==> config.mk <==
export PLATFORM = sky130hd
export DESIGN_NAME = fetch_redirect_ctrl
export DESIGN_NICKNAME = d
export VERILOG_FILES = /design/src/rtl/fetch_redirect_ctrl_pkg.sv /design/src/rtl/fetch_redirect_ctrl_pending.sv /design/src/rtl/fetch_redirect_ctrl.sv
export SDC_FILE = /design/constraint.sdc
export NUM_CORES = 1
export LEC_CHECK = 0
export ABC_AREA = 0
export BUFFER_PORTS_ARGS = -buffer_cell sky130_fd_sc_hd__buf_2
export CAP_MARGIN = 15
export CORE_MARGIN = 10
export CORE_UTILIZATION = 46
export DETAILED_ROUTE_END_ITERATION = 12
export GPL_ROUTABILITY_DRIVEN = 0
export PLACE_DENSITY_LB_ADDON = 0.05
export RECOVER_POWER = 50
export SETUP_SLACK_MARGIN = 0.02
export SLEW_MARGIN = 20
export SYNTH_ARGS = -nofsm -noshare
export SYNTH_HDL_FRONTEND = slang
export SYNTH_SLANG_ARGS = --single-unit
==> constraint.sdc <==
create_clock -name clk -period 3.85 [get_ports clk]
set_input_delay 0.1925 -clock clk [delete_from_list [all_inputs] [get_ports clk]]
set_output_delay 0.1925 -clock clk [all_outputs]
set_load 0.01 [all_outputs]
==> src/rtl/fetch_redirect_ctrl_pkg.sv <==
// Shared encodings for the fetch redirect controller: PC mux selects, FSM states and pending redirect kinds.
// Optional redirect counters are enabled with FETCH_REDIRECT_CNT_EN.
package fetch_redirect_ctrl_pkg;

    typedef enum logic [1:0] {
        PC_4   = 2'b00,
        PC_ALU = 2'b01,
        PC_TGT = 2'b10,
        PC_RST = 2'b11
    } pc_sel_e;

    typedef enum logic [1:0] {
        FR_BOOT  = 2'b00,
        FR_RUN   = 2'b01,
        FR_HOLD  = 2'b10,
        FR_FLUSH = 2'b11
    } fr_state_e;

    typedef enum logic [1:0] {
        PEND_NONE = 2'b00,
        PEND_TGT  = 2'b01,
        PEND_MISP = 2'b10
    } pend_e;

endpackage

==> src/rtl/fetch_redirect_ctrl_pending.sv <==
// Priority-merging pending redirect register: a mispredict overrides anything, a target-taken only fills an empty slot.
// Captures while stall is high; clear wins over capture.
module redirect_pending
    import fetch_redirect_ctrl_pkg::*;
(
    input  logic       clk,
    input  logic       rst,
    input  logic       stall,
    input  logic       br_mispred,
    input  logic       target_taken,
    input  logic       clear,
    output logic [1:0] pend
);

    pend_e pend_q;
    pend_e pend_d;

    // NOTE: every always_comb output gets a default first so no path leaves it unassigned (no latch).
    always_comb begin
        pend_d = pend_q;
        if (clear) begin
            pend_d = PEND_NONE;
        end else if (stall) begin
            if (br_mispred) begin
                pend_d = PEND_MISP;
            end else if (target_taken && (pend_q == PEND_NONE)) begin
                pend_d = PEND_TGT;
            end
        end
    end

    // NOTE: state flops use non-blocking assignment; reset is synchronous, sampled on the clock edge.
    always_ff @(posedge clk) begin
        if (rst) begin
            pend_q <= PEND_NONE;
        end else begin
            pend_q <= pend_d;
        end
    end

    assign pend = pend_q;

endmodule

==> src/rtl/fetch_redirect_ctrl.sv <==
// Fetch-stage sequencing controller: boot hold, stall-deferred redirects and post-redirect IF/ID squash.
// Define FETCH_REDIRECT_CNT_EN to build the applied-redirect counters; otherwise they read as zero.
module fetch_redirect_ctrl
    import fetch_redirect_ctrl_pkg::*;
#(
    parameter int RESET_CYCLES  = 2,
    parameter int MISPRED_FLUSH = 2,
    parameter int TGT_FLUSH     = 1
) (
    input  logic        clk,
    input  logic        rst,
    input  logic        stall,
    input  logic        br_mispred,
    input  logic        target_taken,
    output logic [1:0]  pc_sel,
    output logic        pc_en,
    output logic        squash,
    output logic        fetch_valid,
    output logic [31:0] mispred_cnt,
    output logic [31:0] tgt_cnt
);

    localparam logic [3:0] BOOT_LEN = 4'(RESET_CYCLES);
    localparam logic [2:0] MISP_LEN = 3'(MISPRED_FLUSH);
    localparam logic [2:0] TGT_LEN  = 3'(TGT_FLUSH);

    fr_state_e  state_q, state_d;
    logic [3:0] boot_cnt_q, boot_cnt_d;
    logic [2:0] flush_cnt_q, flush_cnt_d;
    logic [2:0] flush_load;
    pc_sel_e    sel;
    logic [1:0] pend_kind;
    logic       pend_capture, pend_clear, tt_eff;
    logic       apply_misp, apply_tgt;

    redirect_pending u_pending (
        .clk          (clk),
        .rst          (rst),
        .stall        (pend_capture),
        .br_mispred   (br_mispred),
        .target_taken (tt_eff),
        .clear        (pend_clear),
        .pend         (pend_kind)
    );

    always_comb begin
        state_d      = state_q;
        boot_cnt_d   = boot_cnt_q;
        flush_cnt_d  = flush_cnt_q;
        flush_load   = 3'd0;
        sel          = PC_4;
        pc_en        = 1'b1;
        squash       = 1'b0;
        pend_capture = 1'b0;
        pend_clear   = 1'b0;
        tt_eff       = target_taken;
        apply_misp   = 1'b0;
        apply_tgt    = 1'b0;

        case (state_q)
            FR_BOOT: begin
                sel        = PC_RST;
                pend_clear = 1'b1;
                boot_cnt_d = boot_cnt_q - 4'd1;
                if (boot_cnt_q <= 4'd1) begin
                    state_d = FR_RUN;
                end
            end
            FR_RUN, FR_HOLD: begin
                if (stall) begin
                    pc_en        = 1'b0;
                    pend_capture = 1'b1;
                    state_d      = FR_HOLD;
                end else begin
                    pend_clear = 1'b1;
                    state_d    = FR_RUN;
                    if (br_mispred || (pend_e'(pend_kind) == PEND_MISP)) begin
                        apply_misp = 1'b1;
                    end else if (target_taken || (pend_e'(pend_kind) == PEND_TGT)) begin
                        apply_tgt = 1'b1;
                    end
                end
            end
            FR_FLUSH: begin
                // Target-taken here belongs to the squashed wrong path.
                squash = 1'b1;
                tt_eff = 1'b0;
                if (stall) begin
                    pc_en        = 1'b0;
                    pend_capture = 1'b1;
                end else begin
                    pend_clear = 1'b1;
                    if (br_mispred || (pend_e'(pend_kind) == PEND_MISP)) begin
                        apply_misp = 1'b1;
                    end else begin
                        flush_cnt_d = flush_cnt_q - 3'd1;
                        if (flush_cnt_q <= 3'd1) begin
                            state_d = FR_RUN;
                        end
                    end
                end
            end
            default: state_d = FR_BOOT;
        endcase

        if (apply_misp || apply_tgt) begin
            squash     = 1'b1;
            sel        = apply_misp ? PC_ALU : PC_TGT;
            flush_load = apply_misp ? MISP_LEN : TGT_LEN;
            if (flush_load > 3'd1) begin
                state_d     = FR_FLUSH;
                flush_cnt_d = flush_load - 3'd1;
            end else begin
                state_d     = FR_RUN;
                flush_cnt_d = 3'd0;
            end
        end

        if (rst) begin
            sel        = PC_RST;
            pc_en      = 1'b1;
            squash     = 1'b0;
            apply_misp = 1'b0;
            apply_tgt  = 1'b0;
        end
    end

    always_ff @(posedge clk) begin
        if (rst) begin
            state_q     <= FR_BOOT;
            boot_cnt_q  <= BOOT_LEN;
            flush_cnt_q <= 3'd0;
        end else begin
            state_q     <= state_d;
            boot_cnt_q  <= boot_cnt_d;
            flush_cnt_q <= flush_cnt_d;
        end
    end

    assign pc_sel      = sel;
    assign fetch_valid = !rst && !squash && (state_q != FR_BOOT) && pc_en;

`ifdef FETCH_REDIRECT_CNT_EN
    logic [31:0] mispred_cnt_q, mispred_cnt_d;
    logic [31:0] tgt_cnt_q, tgt_cnt_d;

    always_comb begin
        mispred_cnt_d = mispred_cnt_q + (apply_misp ? 32'd1 : 32'd0);
        tgt_cnt_d     = tgt_cnt_q + (apply_tgt ? 32'd1 : 32'd0);
    end

    always_ff @(posedge clk) begin
        if (rst) begin
            mispred_cnt_q <= 32'd0;
            tgt_cnt_q     <= 32'd0;
        end else begin
            mispred_cnt_q <= mispred_cnt_d;
            tgt_cnt_q     <= tgt_cnt_d;
        end
    end

    assign mispred_cnt = mispred_cnt_q;
    assign tgt_cnt     = tgt_cnt_q;
`else
    assign mispred_cnt = 32'd0;
    assign tgt_cnt     = 32'd0;
`endif

endmodule

==> results by group, run 1 <==
Status
  • Status: complete, no violations

Clocking
  • Hold_buf cts: 0
  • Clock latency on the worst-skew pair: ~0.27 ns
  • Max Buffers Root-to-Sink: 2
  • Root Driver: clkbuf_4
  • Clock Pin Slew Worst Setup and Hold Paths: ~0.08 ns
  • H-tree depth: 1
  • Sink Count: 11
  • Setup bufs post-CTS: 0
  • Cts repair resizes: 0
  • TritonCTS buffer count: 3
  • CTS tree: built

STA
  • Worst Skew: 0.004190 ns
  • Max Slew Vio Count: 0
  • Final setup violation count: 0
  • Final worst path period share: between 50 and 60%
  • RSZ-0062 raised after global routing: false
  • Worst-margin pin slew: ~0.6 ns
  • Fin Setup TNS: 0 ns
  • Final min period: a little over 2 ns
  • Relative slew slack: 60.12%
  • Final Hold Viols: 0
  • Fmax: 495.7 MHz
  • Hold WS: roughly 0.19 ns

Worst setup path
  • FF-to-FF setup slack: approximately 2.1 ns
  • Crit path max fanout: 9
  • Slowest cell on crit path: ha_1
  • Req. time, crit path: between 3 and 4 ns
  • CP max stage delay: 0.34 ns
  • Worst setup path start: state_q[1]
  • Crit Path Category: reg2out
  • Crit path capture: squash
  • Cell breakdown of the critical path: inv_1 -> ha_1 -> nor2_1 -> o21ai_0 -> nand2_1 -> nor2_1 -> nor2_1 -> buf_2
  • Worst r2r dst: flush_cnt_q[1]
  • Arr. time, crit path: approximately 1.8 ns
  • Reg2reg start: state_q[1]
  • Reg2Reg Depth: 6
  • Crit path launch type: flip-flop
  • Most frequent CP cell: nor2_1
  • Worst setup EP type: output port

Logic synthesis
  • Post-synth EDFFs: 0
  • Netlist cell types: 32
  • Ys flop type: dfxtp_1
  • Synth Warn #: 0
  • Post-synthesis sequential area ratio: a little under a fifth
  • Mapped Area: 0.001160 mm2
  • Synth Instances: around 150
  • Synthesized flop and latch total: 11
  • Mapped Avg Cell Area: 7.784 um2
  • Fraction of registers with async set/reset: 0%

Place
  • PortBufs: 9
  • Hpwl dp: just under 2000 um
  • Placed Cells: ~180

Die
  • Die H: between 70 and 80 um
  • Io pins: 74
  • Die ar.: between 0.004 and 0.005 mm2
  • Initial Util: a little under half
  • Row Count: 18
  • Die X-Extent: 70.22 um
  • Core area: 0.002432 mm2

GRT
  • Largest net degree at the start of global routing: 13
  • Grt total ovfl: 0
  • Vias in the first global route: 794
  • Global-route wire length before repair: around 3800 um
  • Antenna violations before repair: 0
  • Total GRT Usage: 8.906%

Finish
  • Syn-to-layout area delta: -14.35%
  • Ant. Diodes: 0
  • Fin cells: 188
  • Share of cells above drive strength 1: under 10%
  • Nets: 170

Routing
  • DR WL/cell: about 12 um
  • Highest Signal Layer: met4
  • Vias per inst: roughly 3.9
  • Number of routed nets with antenna violations: 0
  • Drt drc: 0
  • DRT iter0 DRCs: 30
  • TritonRoute pass-1 iters: 4
  • DR WL met2: between 1000 and 1500 um
  • Via count: roughly 730
  • Drt total wl: around 2300 um
  • Met3 routed WL: ~280 um
  • M1 WL: between 800 and 900 um

Hold path
  • HP Class: in2reg

Power
  • Static leakage: 0.5281 nW
  • Pwr/cell area: about 500 mW/mm2
  • Maximum vdd drop: 0.0002044 V

Job
  • Max-cap violations: 0
flip-flops by register name, indices dropped and copies added (netlist names):
register,cells
flush_cnt_q,3
u_pending.pend,2
state_q,2
boot_cnt_q,4
worst max-delay path, delay by kind of cell (launching register included):
kind,cells,cell delay [ns]
simple gates,4,0.44
flops,1,0.32
fa+ha+maj,1,0.34
buf+inv,2,0.22
compound gates,1,0.24
cell type report:
type / count / area, um2
well taps: 30 / 37.54
multi-input cells: 126 / 634.4
clock buffers: 4 / 26.28
flip-flops and latches: 11 / 220.2
inverters: 8 / 30.03
fillers: 266 / 1439
repair buffers: 9 / 45.04
per-layer routing:
| metal | global-route usage (%) | up-vias |
|---|---|---|
| met2 | 15.11 | 38 |
| met4 | 2.632 | 0 |
| met5 | 0 | - |
| li1 | - | 370 |
| met1 | 9.076 | 318 |
| met3 | 5.085 | 2 |
worst min-delay path by stage:
stage / startpoint / end / slack (ns) / cells after the start
3_3_place_gp: state_q[1] / state_q[1] / 0.48 / 2
5_1_grt: br_mispred / u_pending.pend[0] / 0.20 / 2
4_1_cts: br_mispred / u_pending.pend[0] / 0.22 / 2
6_report: br_mispred / u_pending.pend[0] / 0.19 / 2
3_5_place_dp: state_q[0] / state_q[0] / 0.50 / 2
2_1_floorplan: rst / flush_cnt_q[1] / 0.27 / 1
where the power goes:
group	switching, mW	internal (mW)	leakage (nW)	total (mW)
registers	0.0244	0.144	0.0902	0.168
clock network	0.0423	0.0401	0.0150	0.0824
logic	0.153	0.0914	0.423	0.245
total	0.220	0.275	0.528	0.495
cells in the mapped netlist, types with 2 or more instances:
cell,count,area (um2)
nor4b_1,2,17.52
o21ai_0,2,10.01
a311oi_1,2,17.52
buf_4,64,480.5
nor3_1,2,10.01
xnor2_1,2,17.52
buf_2,2,10.01
inv_1,8,30.03
nand2_1,11,41.29
xor2_1,2,17.52
dfxtp_1,11,220.2
nor2_1,14,52.55
ha_1,6,75.07
a21oi_1,3,15.01
kinds of logic (layout without fill, tap and decap cells):
logic type               Yosys count  count (layout)  synth area share [%]
buffers and inverters             75              21                 45.20
AND/OR/NAND/NOR                   37              37                 15.86
AO/OA/AOI/OAI                     15              15                 10.14
flip-flops                        11              11                 18.99
adder cells (fa/ha/maj)            6               6                 6.472
XOR/XNOR                           4               4                 3.021
other                              1              64                0.3233
layout by cell type, fill, tap and decap left out:
master and instances:
a21oi_1 3, nand3b_1 1, o41ai_1 1, o21bai_1 1, nand2_1 11, inv_1 8, nor2b_1 1, clkbuf_4 3
dfxtp_1 11, ha_1 6, a2111o_1 1, a311oi_1 2, clkbuf_1 1, xnor2_1 2, a31oi_1 1, o31ai_1 1
conb_1 64, and2_4 1, nor3b_1 1, o211ai_1 1, a2111oi_1 1, xor2_1 2, nand3_1 1, buf_2 9
nor2_1 14, o21ai_0 3, nand2b_1 1, and3_1 1, nor3_1 2, nor4b_1 3
stage by stage:
step	utilization (%)	area (um2)	power, mW	setup slack [ns]
6_report	40.84	993.5	0.4953	1.833
5_1_grt	40.84	993.5	0.5521	1.605
4_1_cts	41.56	1011	0.5077	1.899
3_5_place_dp	40.48	984.7	0.4204	2.214
3_3_place_gp	40.48	984.7	0.4151	2.218
2_1_floorplan	-	1396	0.4156	2.245
Power figures use the tool's default switching activity.
==> run 2: changes to the inputs <==
--- a/config.mk
+++ b/config.mk
@@ -9,7 +9,7 @@
 export BUFFER_PORTS_ARGS = -buffer_cell sky130_fd_sc_hd__buf_2
 export CAP_MARGIN = 15
 export CORE_MARGIN = 10
-export CORE_UTILIZATION = 46
+export CORE_UTILIZATION = 38
 export DETAILED_ROUTE_END_ITERATION = 12
 export GPL_ROUTABILITY_DRIVEN = 0
 export PLACE_DENSITY_LB_ADDON = 0.05
==> constraint.sdc (replaced) <==
create_clock -name clk -period 1.7 [get_ports clk]
set_input_delay 0.085 -clock clk [delete_from_list [all_inputs] [get_ports clk]]
set_output_delay 0.085 -clock clk [all_outputs]
set_load 0.01 [all_outputs]
==> results by group, run 2 (synthesis gave the netlist of run 1 again) <==
Status
  • Status: finished, violations left
  • Failing checks: setup timing

Worst setup path
  • Cell breakdown of the critical path: inv_2 -> ha_4 -> inv_2 -> a2111o_1 -> nand2_2 -> nor2_1 -> nor2_1 -> buf_2
  • Req. time, crit path: 1.62 ns (-2.04 ns)
  • Reg2Reg Depth: 6 (unchanged)
  • Crit path launch type: flip-flop
  • Slowest cell on crit path: a2111o_1
  • Crit path max-delay family: compound AO/OA/AOI/OAI gates
  • Worst path depth: 8 (unchanged)
  • Crit path max fanout: 5 (-4)
  • CP max stage delay: 0.36 ns (+0.02 ns)
  • Worst path buffer plus inverter count: 3 (+1)
  • Arr. time, crit path: 1.64 ns (-0.18 ns)
  • Worst setup EP type: output port
  • Crit Path Category: reg2out

Routing
  • TritonRoute pass-1 iters: 3 (-1)
  • Number of routed nets with antenna violations: 0 (unchanged)
  • DR WL/cell: 11.79 um (-3.1%)
  • Vias per inst: 3.892 (+0.52%)
  • Drt total wl: 2300 um (+0.48%)
  • DRT iter0 DRCs: 9 (-70%)
  • Via count: 759 (+4.3%)
  • Drt drc: 0 (unchanged)

STA
  • Final worst path period share: 101.7%
  • Fin Setup TNS: -0.02893 ns (-0.02893 ns)
  • Max Slew Vio Count: 0 (unchanged)
  • Worst setup margin: -0.02893 ns (-1.861 ns)
  • Final setup violation count: 1 (+1)
  • Final min period: ~1.7 ns
  • Final Hold Viols: 0 (unchanged)
  • RSZ-0062 raised after global routing: true
  • Fmax: around 580 MHz
  • Hold WS: 0.1366 ns (-0.05143 ns)
  • Worst Skew: 0.002093 ns (-0.002097 ns)

Finish
  • Filler Cells Inserted: 304 (+14%)
  • Biggest regs: boot_cnt_q (4), flush_cnt_q (3)
  • Commonest cells after routing, fill and taps aside: 64 x conb_1, 14 x nor2_1, 10 x nand2_1
  • Nets: 176 (+3.5%)
  • Syn-to-layout area delta: -7.336%
  • Reg area: 222.7 um2 (+1.1%)
  • Number of flip-flops in the largest register: 4 (unchanged)
  • Reg with most FFs: boot_cnt_q
  • Share of cells above drive strength 1: 17.07% (+8.8 points)
  • Design Area, Final: 0.001075 mm2 (+8.2%)
  • Commonest non-fill, non-tap cell in the layout: conb_1
  • Ant. Diodes: 0 (unchanged)
  • Footprint of the multi-input gates: 666.9 um2 (+5.1%)

Place
  • Area post-placement: 0.001001 mm2 (+1.7%)
  • Setup WS pre-CTS: 0.1039 ns (-2.111 ns)
  • Hpwl dp: 1934 um (-1.2%)
  • PortBufs: 9 (unchanged)

Clocking
  • Sink Count: 11 (unchanged)
  • Clock latency on the worst-skew pair: 0.27 ns (about the same)
  • H-tree depth: 1 (unchanged)
  • Clock Pin Slew Worst Setup and Hold Paths: 0.07 ns (about the same)
  • Max Buffers Root-to-Sink: 2 (unchanged)
  • Hold_buf cts: 0 (unchanged)
  • Root Driver: clkbuf_4
  • TritonCTS buffer count: 3 (unchanged)
  • CTS tree: built

Power
  • Static leakage: 0.5603 nW (+6.1%)
  • Pwr/cell area: 1172 mW/mm2 (+140%)
  • Clk pwr share: 14.2% (-2.4 points)
  • Register share of total power: 30.7% (-3.3 points)
  • Internal power: 729.6 uW (+160%)
  • Comb power frac: 55.1% (+5.7 points)
  • P_sw: 530.5 uW (+140%)
  • Net switching fraction of the power: 42.10% (-2.3 points)
  • Maximum vdd drop: 0.0005279 V (+160%)

GRT
  • Vias in the first global route: 735 (-7.4%)
  • Antenna violations before repair: 0 (unchanged)
  • Global-route wire length before repair: 3174 um (-15%)
  • Grt total ovfl: 0 (unchanged)
  • Largest net degree at the start of global routing: 13 (unchanged)
  • Total GRT Usage: 7.139% (-1.8 points)

Die
  • Die ar.: 0.005662 mm2 (+15%)
  • Core area: 0.002829 mm2 (+16%)
  • Io pins: 74 (unchanged)
  • Initial Util: 41.00% (-6.7 points)
  • Die H: 75.25 um (+7.2%)
  • Row Count: 19 (+1)
  • Die X-Extent: 75.25 um (+7.2%)

Job
  • Max-cap violations: 0 (unchanged)

Hold path
  • Hold Path Depth: 2 (unchanged)
  • HP Class: in2reg
-- run 2: cell count changes in the layout (fill, tap and decap cells not counted), sizes merged --
| cell | previous run | this run |
|---|---|---|
| buf | 9 | 15 |
-- run 2: area by class of cell --
type,instances,area share (%)
clock buffers,4,2.445
inverters,8,2.794
multi-input cells,126,62.05
flip-flops and latches,11,20.72
well taps,31,3.609
repair buffers,15,8.382
-- run 2: per-layer routing --
layer	vias up	GRT usage, %	wire length, um
li1	382	-	-
met3	2	2.102	224
met1	329	7.560	972
met2	46	12.57	1070
met5	-	0	0
met4	0	3.711	34
-- run 2: final timing paths --
path	start	end	slack, ns
min reg2reg	flush_cnt_q[1]	flush_cnt_q[1]	0.52
max	state_q[0]	squash	-0.03
max reg2reg	state_q[0]	state_q[1]	0.12
min	rst	boot_cnt_q[3]	0.14
-- run 2: metrics by stage --
step | power, mW | cells | utilization (%)
2_1_floorplan | 0.9412 | 212 | -
3_3_place_gp | 0.9596 | 187 | 35.38
3_5_place_dp | 0.9542 | 187 | 35.38
4_1_cts | 1.228 | 193 | 37.46
5_1_grt | 1.385 | 195 | 37.99
6_report | 1.260 | 195 | 37.99
-- run 2: what timing repair did --
action | 4_1_cts | 5_1_grt
resized for setup | 7 | 0
cloned | 0 | 0
hold endpoints to repair | 0 | 0
setup buffers | 2 | 2
setup endpoints to repair | 4 | 6
pin swaps | 4 | 4
-- run 2: power by group through the flow --
stage / clock network (mW) / registers, mW / logic, mW
detailed placement: 0 / 0.385 / 0.569
global placement: 0 / 0.387 / 0.573
floorplan: 0 / 0.374 / 0.567
CTS: 0.195 / 0.388 / 0.646
finish: 0.179 / 0.387 / 0.694
global route: 0.200 / 0.398 / 0.787
==> run 3: changes to the inputs <==
--- a/config.mk
+++ b/config.mk
@@ -6,12 +6,14 @@
 export NUM_CORES = 1
 export LEC_CHECK = 0
 export ABC_AREA = 0
+export ABC_CLOCK_PERIOD_IN_PS = 1700
 export BUFFER_PORTS_ARGS = -buffer_cell sky130_fd_sc_hd__buf_2
 export CAP_MARGIN = 15
 export CORE_MARGIN = 10
 export CORE_UTILIZATION = 38
 export DETAILED_ROUTE_END_ITERATION = 12
 export GPL_ROUTABILITY_DRIVEN = 0
+export GPL_TIMING_DRIVEN = 0
 export PLACE_DENSITY_LB_ADDON = 0.05
 export RECOVER_POWER = 50
 export SETUP_SLACK_MARGIN = 0.02
==> results by group, run 3 (synthesis gave the netlist of run 1 again) <==
Status
  • Status: finished, violations left
  • Failing checks: setup timing

Finish
  • Share of cells above drive strength 1: 42.36% (+25 points)
  • Reg with most FFs: boot_cnt_q
  • Commonest non-fill, non-tap cell in the layout: buf_4
  • Design Area, Final: 0.001587 mm2 (+48%)
  • Ant. Diodes: 0 (unchanged)
  • Number of flip-flops in the largest register: 4 (unchanged)
  • Fin cells: 260 (+33%)
  • Core Util, Final: 56.08% (+18 points)
  • Commonest cells after routing, fill and taps aside: 70 x buf_4, 64 x conb_1, 14 x nor2_1
  • Biggest regs: boot_cnt_q (4), flush_cnt_q (3)
  • Nets: 241 (+37%)
  • Syn-to-layout area delta: 36.79%

Clocking
  • Root Driver: clkbuf_4
  • Max Buffers Root-to-Sink: 2 (unchanged)
  • Hold_buf cts: 0 (unchanged)
  • Clock latency on the worst-skew pair: 0.27 ns (about the same)
  • Sink Count: 11 (unchanged)
  • TritonCTS buffer count: 3 (unchanged)
  • H-tree depth: 1 (unchanged)
  • CTS tree: built
  • Clock Pin Slew Worst Setup and Hold Paths: 0.08 ns (about the same)

Worst setup path
  • Crit path launch type: flip-flop
  • Reg2reg start: state_q[1]
  • FF-to-FF setup slack: 0.03 ns (-0.09 ns)
  • Crit Path Category: reg2out
  • Crit path max fanout: 5 (unchanged)
  • Worst r2r dst: state_q[1]
  • Worst setup EP type: output port
  • Req. time, crit path: 1.62 ns (about the same)
  • Arr. time, crit path: 1.68 ns (+0.04 ns)
  • Reg2Reg Depth: 7 (+1)

GRT
  • Global-route wire length before repair: 3870 um (+22%)
  • Vias in the first global route: 867 (+18%)
  • Largest net degree at the start of global routing: 11 (-2)
  • Grt total ovfl: 0 (unchanged)
  • Total GRT Usage: 8.583% (+1.4 points)
  • Antenna violations before repair: 0 (unchanged)

Die
  • Io pins: 74 (unchanged)
  • Die X-Extent: 75.25 um (unchanged)
  • Row Count: 19 (unchanged)
  • Initial Util: 41.00% (unchanged)
  • Die H: 75.25 um (unchanged)
  • Core area: 0.002829 mm2 (unchanged)
  • Die ar.: 0.005662 mm2 (unchanged)

Place
  • Hpwl dp: 2186 um (+13%)
  • Area post-placement: 0.001475 mm2 (+47%)
  • Setup WS pre-CTS: 0.1355 ns (+0.03160 ns)
  • Placed Cells: 251 (+34%)
  • PortBufs: 8 (-1)

STA
  • Final min period: 1.767 ns (+0.03758 ns)
  • Fmax: 566.1 MHz (-2.1%)
  • Worst setup margin: -0.06651 ns (-0.03758 ns)
  • Final setup violation count: 3 (+2)
  • Max Slew Vio Count: 0 (unchanged)
  • Final worst path period share: 103.9% (+2.2 points)
  • Worst Skew: 0.009227 ns (+0.007134 ns)
  • Final Hold Viols: 0 (unchanged)
  • RSZ-0062 raised after global routing: true

Routing
  • Vias per inst: 3.669 (-5.7%)
  • Number of routed nets with antenna violations: 0 (unchanged)
  • DR WL/cell: 9.996 um (-15%)
  • Via count: 954 (+26%)
  • TritonRoute pass-1 iters: 4 (+1)
  • Drt total wl: 2599 um (+13%)
  • Drt drc: 0 (unchanged)
  • DRT iter0 DRCs: 24 (+15)

Hold path
  • HP Class: in2reg
  • Worst min-delay path startpoint: rst
  • Hold Path Sink: flush_cnt_q[1]
  • Hold Path Depth: 2 (unchanged)

Job
  • Max-cap violations: 0 (unchanged)

Power
  • Maximum vdd drop: 0.0003772 V (-29%)
  • Static leakage: 0.9088 nW (+62%)
  • Pwr/cell area: 886.9 mW/mm2 (-24%)
  • Pwr Total: 1.407 mW (+12%)
run 3: cell types whose count changed in the layout (fill, tap and decap cells not counted), sizes merged:
cell / change
clkbuf: +1
buf: +64
run 3: metrics by stage:
stage / setup TNS (ns) / hold slack, ns
floorplan: 0 / 0.1618
global placement: 0 / 0.2988
detailed placement: 0 / 0.3032
CTS: -0.2488 / 0.005415
global route: -0.5684 / 0.01086
finish: -0.1013 / 0.007807
run 3: critical path: stages, from the launching register on:
cell,delay (ns)
dfxtp_2,0.34
inv_2,0.05
ha_4,0.26
inv_2,0.02
a2111o_1,0.36
nand2_2,0.10
nor2_1,0.04
nor2_1,0.09
buf_2,0.14
run 3: repair_timing:
action / CTS / global route
hold endpoints to repair: 0 / 0
setup endpoints to repair: 4 / 7
setup buffers: 3 / 3
gates resized for setup: 8 / 6
pin swaps: 5 / 4
run 3: layout make-up:
class | count | area, um2
Sequential cell | 11 | 222.7
Timing Repair Buffer | 14 | 85.08
Clock buffer | 4 | 26.28
Tap cell | 31 | 38.79
Fill cell | 277 | 1242
Buffer | 66 | 489.2
Multi-Input combinational cell | 126 | 694.4
Inverter | 8 | 30.03
run 3: worst max-delay path by stage:
stage	from	endpoint	depth (start not counted)
floorplan	state_q[0]	fetch_valid	6
global placement	state_q[0]	squash	8
detailed placement	state_q[0]	state_q[1]	6
CTS	state_q[0]	squash	8
global route	state_q[1]	squash	8
finish	state_q[1]	squash	8
run 3: power by group:
| group | leakage, nW | internal, mW | total, mW | switching (mW) |
|---|---|---|---|---|
| combinational | 0.803 | 0.410 | 0.832 | 0.422 |
| sequential | 0.0907 | 0.330 | 0.389 | 0.0584 |
| clock | 0.0150 | 0.0908 | 0.186 | 0.0955 |
run 3: per-layer routing:
layer | up-vias | GRT usage [%] | share of wire, %
met3 | 4 | 3.942 | 15
li1 | 512 | - | -
met5 | - | 0 | 0
met1 | 390 | 8.458 | 36
met2 | 48 | 14.95 | 47
met4 | 0 | 4.330 | 1.5
